### src/rtl/sa_pkg.sv
// Shared types and helpers for the systolic matrix-multiply engine.
// Build option: define SA_SIGNED_EN for two's-complement operands and
// accumulators; leave it undefined for unsigned, zero-extended arithmetic.
package sa_pkg;

   typedef enum logic [1:0] {
      IDLE  = 2'd0,
      LOAD  = 2'd1,
      DRAIN = 2'd2,
      DONE  = 2'd3
   } sa_state_e;

`ifdef SA_SIGNED_EN
   localparam bit SA_SIGNED = 1'b1;
`else
   localparam bit SA_SIGNED = 1'b0;
`endif

   // Accumulator width that cannot overflow for a full K_MAX job of
   // worst-case operands.
   function automatic int sa_acc_w(input int data_w, input int k_max);
      return 2 * data_w + $clog2(k_max);
   endfunction

endpackage

### src/rtl/sa_pe.sv
// Single multiply-accumulate processing element of the systolic array.
// Operand extension follows SA_SIGNED_EN (via sa_pkg::SA_SIGNED).
module sa_pe
   import sa_pkg::*;
#(
   parameter int DATA_W = 8,
   parameter int ACC_W  = 20
) (
   input  logic              clk,
   input  logic              rst,
   input  logic              clear,
   input  logic [DATA_W-1:0] a_in,
   input  logic [DATA_W-1:0] b_in,
   output logic [DATA_W-1:0] a_out,
   output logic [DATA_W-1:0] b_out,
   output logic [ACC_W-1:0]  acc
);

   logic [DATA_W-1:0] a_d, a_q, b_d, b_q;
   logic [ACC_W-1:0]  acc_d, acc_q;
   logic [ACC_W-1:0]  a_x, b_x, prod;

   // Extend both operands to ACC_W first; the truncated product is then
   // correct modulo 2^ACC_W for signed and unsigned arithmetic alike.
   always_comb begin
      a_d   = a_in;
      b_d   = b_in;
      a_x   = {{(ACC_W-DATA_W){SA_SIGNED & a_in[DATA_W-1]}}, a_in};
      b_x   = {{(ACC_W-DATA_W){SA_SIGNED & b_in[DATA_W-1]}}, b_in};
      prod  = a_x * b_x;
      acc_d = clear ? '0 : acc_q + prod;
   end

   // Operand pass-through registers and accumulator.
   always_ff @(posedge clk) begin
      if (rst) begin
         a_q   <= '0;
         b_q   <= '0;
         acc_q <= '0;
      end else begin
         a_q   <= a_d;
         b_q   <= b_d;
         acc_q <= acc_d;
      end
   end

   assign a_out = a_q;
   assign b_out = b_q;
   assign acc   = acc_q;

endmodule

### src/rtl/systolic_mm_engine.sv
// N x N output-stationary systolic engine computing C = A*B for a run-time
// inner dimension k_len <= K_MAX. Signedness selected by SA_SIGNED_EN.
//
// state | meaning
// IDLE  | waiting for start; accumulators hold the previous result
// LOAD  | accepting k_len operand beats (in_ready=1)
// DRAIN | 2N-1 zero cycles flushing the skewed wavefront through the array
// DONE  | result valid on c_out until out_ready
module systolic_mm_engine
   import sa_pkg::*;
#(
   parameter int N      = 3,
   parameter int DATA_W = 8,
   parameter int K_MAX  = 16,
   parameter int ACC_W  = sa_acc_w(DATA_W, K_MAX)
) (
   input  logic                         clk,
   input  logic                         rst,
   input  logic                         start,
   input  logic [$clog2(K_MAX+1)-1:0]   k_len,
   input  logic                         in_valid,
   output logic                         in_ready,
   input  logic [N*DATA_W-1:0]          a_col,
   input  logic [N*DATA_W-1:0]          b_row,
   output logic                         busy,
   output logic                         out_valid,
   input  logic                         out_ready,
   output logic [N*N*ACC_W-1:0]         c_out
);

   localparam int KL_W = $clog2(K_MAX+1);
   localparam int DR_W = $clog2(2*N);
   localparam logic [DR_W-1:0] DRAIN_INIT = DR_W'(2*N-2);
   localparam logic [KL_W-1:0] K_SAT      = KL_W'(K_MAX);

   sa_state_e         state_d, state_q;
   logic [KL_W-1:0]   k_len_d, k_len_q;
   logic [KL_W-1:0]   beat_d, beat_q;
   logic [DR_W-1:0]   drain_d, drain_q;
   logic              in_ready_d, in_ready_q;
   logic              busy_d, busy_q;
   logic              out_valid_d, out_valid_q;
   logic              clear;
   logic              load_beat;
   logic [KL_W-1:0]   k_sat;
   logic [KL_W-1:0]   beat_inc;

   assign load_beat = in_ready_q & in_valid;

   // Job sequencing: next state, counters and registered output decodes.
   always_comb begin
      state_d  = state_q;
      k_len_d  = k_len_q;
      beat_d   = beat_q;
      drain_d  = drain_q;
      clear    = 1'b0;
      k_sat    = (k_len > K_SAT) ? K_SAT : k_len;
      beat_inc = beat_q + KL_W'(1);
      case (state_q)
         IDLE: begin
            if (start) begin
               clear   = 1'b1;
               beat_d  = '0;
               k_len_d = k_sat;
               if (k_sat == '0) begin
                  state_d = DRAIN;
                  drain_d = DRAIN_INIT;
               end else begin
                  state_d = LOAD;
               end
            end
         end
         LOAD: begin
            if (in_valid) begin
               beat_d = beat_inc;
               if (beat_inc == k_len_q) begin
                  state_d = DRAIN;
                  drain_d = DRAIN_INIT;
               end
            end
         end
         DRAIN: begin
            if (drain_q == '0) state_d = DONE;
            else               drain_d = drain_q - DR_W'(1);
         end
         DONE: begin
            if (out_ready) state_d = IDLE;
         end
         default: state_d = IDLE;
      endcase
      in_ready_d  = (state_d == LOAD);
      busy_d      = (state_d != IDLE);
      out_valid_d = (state_d == DONE);
   end

   // FSM state, counters and registered status outputs.
   always_ff @(posedge clk) begin
      if (rst) begin
         state_q     <= IDLE;
         k_len_q     <= '0;
         beat_q      <= '0;
         drain_q     <= '0;
         in_ready_q  <= 1'b0;
         busy_q      <= 1'b0;
         out_valid_q <= 1'b0;
      end else begin
         state_q     <= state_d;
         k_len_q     <= k_len_d;
         beat_q      <= beat_d;
         drain_q     <= drain_d;
         in_ready_q  <= in_ready_d;
         busy_q      <= busy_d;
         out_valid_q <= out_valid_d;
      end
   end

   assign in_ready  = in_ready_q;
   assign busy      = busy_q;
   assign out_valid = out_valid_q;

   logic [DATA_W-1:0] a_feed [N];
   logic [DATA_W-1:0] b_feed [N];

   // Input skew: lane i is delayed i cycles; idle or bubble cycles feed zero.
   for (genvar gi = 0; gi < N; gi++) begin : g_skew
      logic [DATA_W-1:0] a_raw, b_raw;
      assign a_raw = load_beat ? a_col[gi*DATA_W +: DATA_W] : '0;
      assign b_raw = load_beat ? b_row[gi*DATA_W +: DATA_W] : '0;
      if (gi == 0) begin : g_nodly
         assign a_feed[gi] = a_raw;
         assign b_feed[gi] = b_raw;
      end else begin : g_dly
         logic [DATA_W-1:0] a_sr_d [gi];
         logic [DATA_W-1:0] a_sr_q [gi];
         logic [DATA_W-1:0] b_sr_d [gi];
         logic [DATA_W-1:0] b_sr_q [gi];
         // Shift-register next values for this lane.
         always_comb begin
            a_sr_d[0] = a_raw;
            b_sr_d[0] = b_raw;
            for (int s = 1; s < gi; s++) begin
               a_sr_d[s] = a_sr_q[s-1];
               b_sr_d[s] = b_sr_q[s-1];
            end
         end
         // Skew stages.
         always_ff @(posedge clk) begin
            if (rst) begin
               for (int s = 0; s < gi; s++) begin
                  a_sr_q[s] <= '0;
                  b_sr_q[s] <= '0;
               end
            end else begin
               a_sr_q <= a_sr_d;
               b_sr_q <= b_sr_d;
            end
         end
         assign a_feed[gi] = a_sr_q[gi-1];
         assign b_feed[gi] = b_sr_q[gi-1];
      end
   end

   logic [DATA_W-1:0] a_h [N][N];
   logic [DATA_W-1:0] b_v [N][N];
   logic              unused_edges;

   // PE mesh: a moves right along rows, b moves down along columns.
   for (genvar gr = 0; gr < N; gr++) begin : g_row
      for (genvar gc = 0; gc < N; gc++) begin : g_col
         logic [DATA_W-1:0] a_src, b_src;
         logic [ACC_W-1:0]  acc;
         if (gc == 0) begin : g_aw
            assign a_src = a_feed[gr];
         end else begin : g_ai
            assign a_src = a_h[gr][gc-1];
         end
         if (gr == 0) begin : g_bn
            assign b_src = b_feed[gc];
         end else begin : g_bi
            assign b_src = b_v[gr-1][gc];
         end
         sa_pe #(
            .DATA_W (DATA_W),
            .ACC_W  (ACC_W)
         ) u_pe (
            .clk   (clk),
            .rst   (rst),
            .clear (clear),
            .a_in  (a_src),
            .b_in  (b_src),
            .a_out (a_h[gr][gc]),
            .b_out (b_v[gr][gc]),
            .acc   (acc)
         );
         assign c_out[(gr*N+gc)*ACC_W +: ACC_W] = acc;
      end
   end

   // Operands leaving the far edges of the mesh are discarded.
   always_comb begin
      unused_edges = 1'b0;
      for (int e = 0; e < N; e++) begin
         unused_edges = unused_edges ^ (^a_h[e][N-1]) ^ (^b_v[N-1][e]);
      end
   end

endmodule

### config.mk
export PLATFORM = sky130hd
export DESIGN_NAME = systolic_mm_engine
export DESIGN_NICKNAME = d
export VERILOG_FILES = /design/src/rtl/sa_pkg.sv /design/src/rtl/sa_pe.sv /design/src/rtl/systolic_mm_engine.sv
export SDC_FILE = /design/constraint.sdc
export NUM_CORES = 2
export LEC_CHECK = 0
export BUFFER_PORTS_ARGS = -buffer_cell sky130_fd_sc_hd__buf_4
export CAP_MARGIN = 20
export CORE_ASPECT_RATIO = 1.75
export CORE_MARGIN = 2
export CORE_UTILIZATION = 68
export DETAILED_ROUTE_END_ITERATION = 7
export PLACE_DENSITY = 0.92
export SYNTH_ARGS = -nofsm -noshare
export SYNTH_HDL_FRONTEND = slang
export SYNTH_HIERARCHICAL = 1
export SYNTH_SLANG_ARGS = --single-unit
export TNS_END_PERCENT = 5
### constraint.sdc
create_clock -name clk -period 8.8 [get_ports clk]
set_input_delay 0.88 -clock clk [delete_from_list [all_inputs] [get_ports clk]]
set_output_delay 0.88 -clock clk [all_outputs]
set_load 0.01 [all_outputs]
==> results by group <==
Clock network
  • H-Tree Depth: 2
  • CTS sink count: 342
  • Hold-fix buffers, CTS: 0
  • CTS tree: built
  • Setup Fix Bufs, Post-CTS: 0
  • Resize count post-CTS: 0
  • Clk slew on worst S/H paths: 70 ps
  • Skew-Pair Late Insertion Delay: 560 ps
  • Number of buffers created by CTS: 37
  • Clock Path Buffers: 3
  • Clock Tree Root: clkbuf_16

Detailed routing
  • Post-route ant nets: 0
  • Vias per cell: 5.813
  • DRC Markers: 0
  • DR WL/cell: 19.08 microns
  • TritonRoute pass-1 iters: 6
  • Initial DRC Count: 1681
  • Overall via count from detail_route: 28460
  • Routed wire length: 93420 microns

Min path
  • HP Class: reg2reg
  • Hold path start: g_skew[2].g_dly.b_sr_d[2]

Placed design
  • DP HPWL: 71860 microns
  • Port Buf Inserts: 240
  • Cell Area, Placed: 37390 sq um
  • Placer Congestion: 0.9260

Status
  • Status: complete, no violations

Timing
  • Worst slew pin tran: 1053 ps
  • Fmax: 196.3 MHz
  • Slew Limit Fails: 0
  • Fin crit share: 57.88%
  • Setup-failing EPs final: 0
  • RSZ-0062 raised after global routing: false
  • Skew final: 27.95 ps
  • Post-route setup TNS: 0 ps
  • Final hold vios: 0
  • Tmin final: 5093 ps
  • Relative slew slack: 29.80%

Logic synthesis
  • Mapped Area: 35240 sq um
  • Yosys warning count: 6
  • Synth Net Count: 4902
  • Avg Cell Area, Syn: 8.762 sq um
  • Cells after Synth: 4022

Cells and area
  • Share of cells above drive strength 1: 8.882%
  • Final net count: 5075
  • Area grow syn2layout: 9.906%
  • Final instance area: 38730 sq um
  • Final core occ: 75.44%

Die
  • Die Height: 305.1 microns
  • Number of cell rows: 110
  • DIE AREA: 53730 sq um
  • I/O pins: 241
  • Die Wd: 176.1 microns
  • Initial Util: 68.64%
  • Core area: 51340 sq um

Critical path
  • Delay of the slowest cell on the worst path: 600 ps
  • Type of origin of the critical path: register
  • Crit path cell chain: and3_1 -> nand2_1 -> fa_1 -> fa_1 -> inv_1 -> fa_1 -> inv_1 -> fa_1 -> inv_1 -> ha_1 -> nor2_1 -> o21ai_2 -> o2111ai_2 -> nor4_2 -> nor3_1 -> nor3_2
  • WS Path Type: reg2reg
  • CP max FO: 18
  • Critical path data arrival time: 5570 ps
  • Critical path startpoint: in_ready
  • Worst path most repeated cell: fa_1
  • Critical Path Sink Type: register
  • R2R Path Start: in_ready
  • Critical path's slowest cell: dfxtp_1
  • CP required: 9280 ps

Global route
  • GRT Overall Usage: 35.22%
  • Gr ovfl total: 0
  • Number of global-route vias before repair: 30900
  • Initial antenna violation count: 2
  • Largest net degree at the start of global routing: 93
  • Global-route wire length before repair: 149800 microns

Power
  • Power, Total: 3.535 mW
  • Worst vdd ir: 0.1513 mV
  • P_leak: 20.15 nW
  • Power density cells: 91.26 nW/um^2

Run
  • Max-Cap Viols: 0
[sequential cells by signal, indices dropped and copies added (netlist names)]
register / cells
beat_q: 5
busy: 1
drain_q: 3
g_row.g_col.a_src: 16
g_row.g_col.b_src: 16
g_row.g_col.u_pe/a_out: 48
g_row.g_col.u_pe/acc: 180
g_row.g_col.u_pe/b_out: 48
g_skew.g_dly.a_sr_d: 8
g_skew.g_dly.b_sr_d: 8
in_ready: 1
k_len_q: 5
out_valid: 1
state_q: 2
[path summary, 6_finish.rpt]
| kind | endpoint | slack [ps] | cells past startpoint |
|---|---|---|---|
| worst max register to register | g_row[0].g_col[0].u_pe/acc[18] | 3710 | 16 |
| worst min register to register | g_row[0].g_col[2].b_src[2] | 450 | 1 |
| worst min-delay path | g_row[0].g_col[2].b_src[2] | 450 | 1 |
| worst max-delay path | g_row[0].g_col[0].u_pe/acc[18] | 3710 | 16 |
[metrics by stage]
| step | setup slack [ps] | instances | hold WS (ps) |
|---|---|---|---|
| 2_1_floorplan | 3501 | 4022 | 413.8 |
| 3_5_place_dp | 3306 | 4828 | 429.1 |
| 6_report | 3707 | 4896 | 448.4 |
| 4_1_cts | 3720 | 4894 | 449.8 |
| 3_3_place_gp | 3394 | 4828 | 416.4 |
| 5_1_grt | 3372 | 4896 | 463.0 |
[layout make-up]
cell class                 instances  area, sq um
tap                              672        840.8
timing repair buffer             243         1828
clock buffer                      48         1047
inverter                         898         3371
multi-input combinational       2673        24510
sequential                       342         6847
clock inverter                    18        282.8
fill                            3508        12610
antenna                            2        5.005
[routing by layer]
metal	vias up	wire length [microns]	part of all wire (%)	track usage, %
li1	12890	-	-	-
met1	13900	30870	33	34.88
met2	1215	49970	53	66.06
met3	452	5571	6.0	5.846
met4	0	7003	7.5	23.74
met5	-	0	0	0
[power breakdown]
group	total (mW)	internal (mW)	switching (mW)
sequential	1.61	1.57	0.0401
combinational	0.186	0.0650	0.121
clock	1.74	1.02	0.718
[critical path: cells and delay by family (launching register included)]
kind	cells	cell delay [ps]
flip-flops	1	600
adder cells (fa/ha/maj)	5	2550
buffers and inverters	3	170
AND/OR/NAND/NOR	6	1340
AO/OA/AOI/OAI	2	350
[cells in the final DEF (no fill, tap or decap), types with 109 or more instances in the layout]
cell     count
fa_1       450
nor2b_1    119
and2_1     371
nand2_1    398
a21oi_1    109
nor2_1     151
buf_4      242
ha_1       372
inv_1      897
dfxtp_1    342
Note: power is estimated with default switching activity, not from simulation.
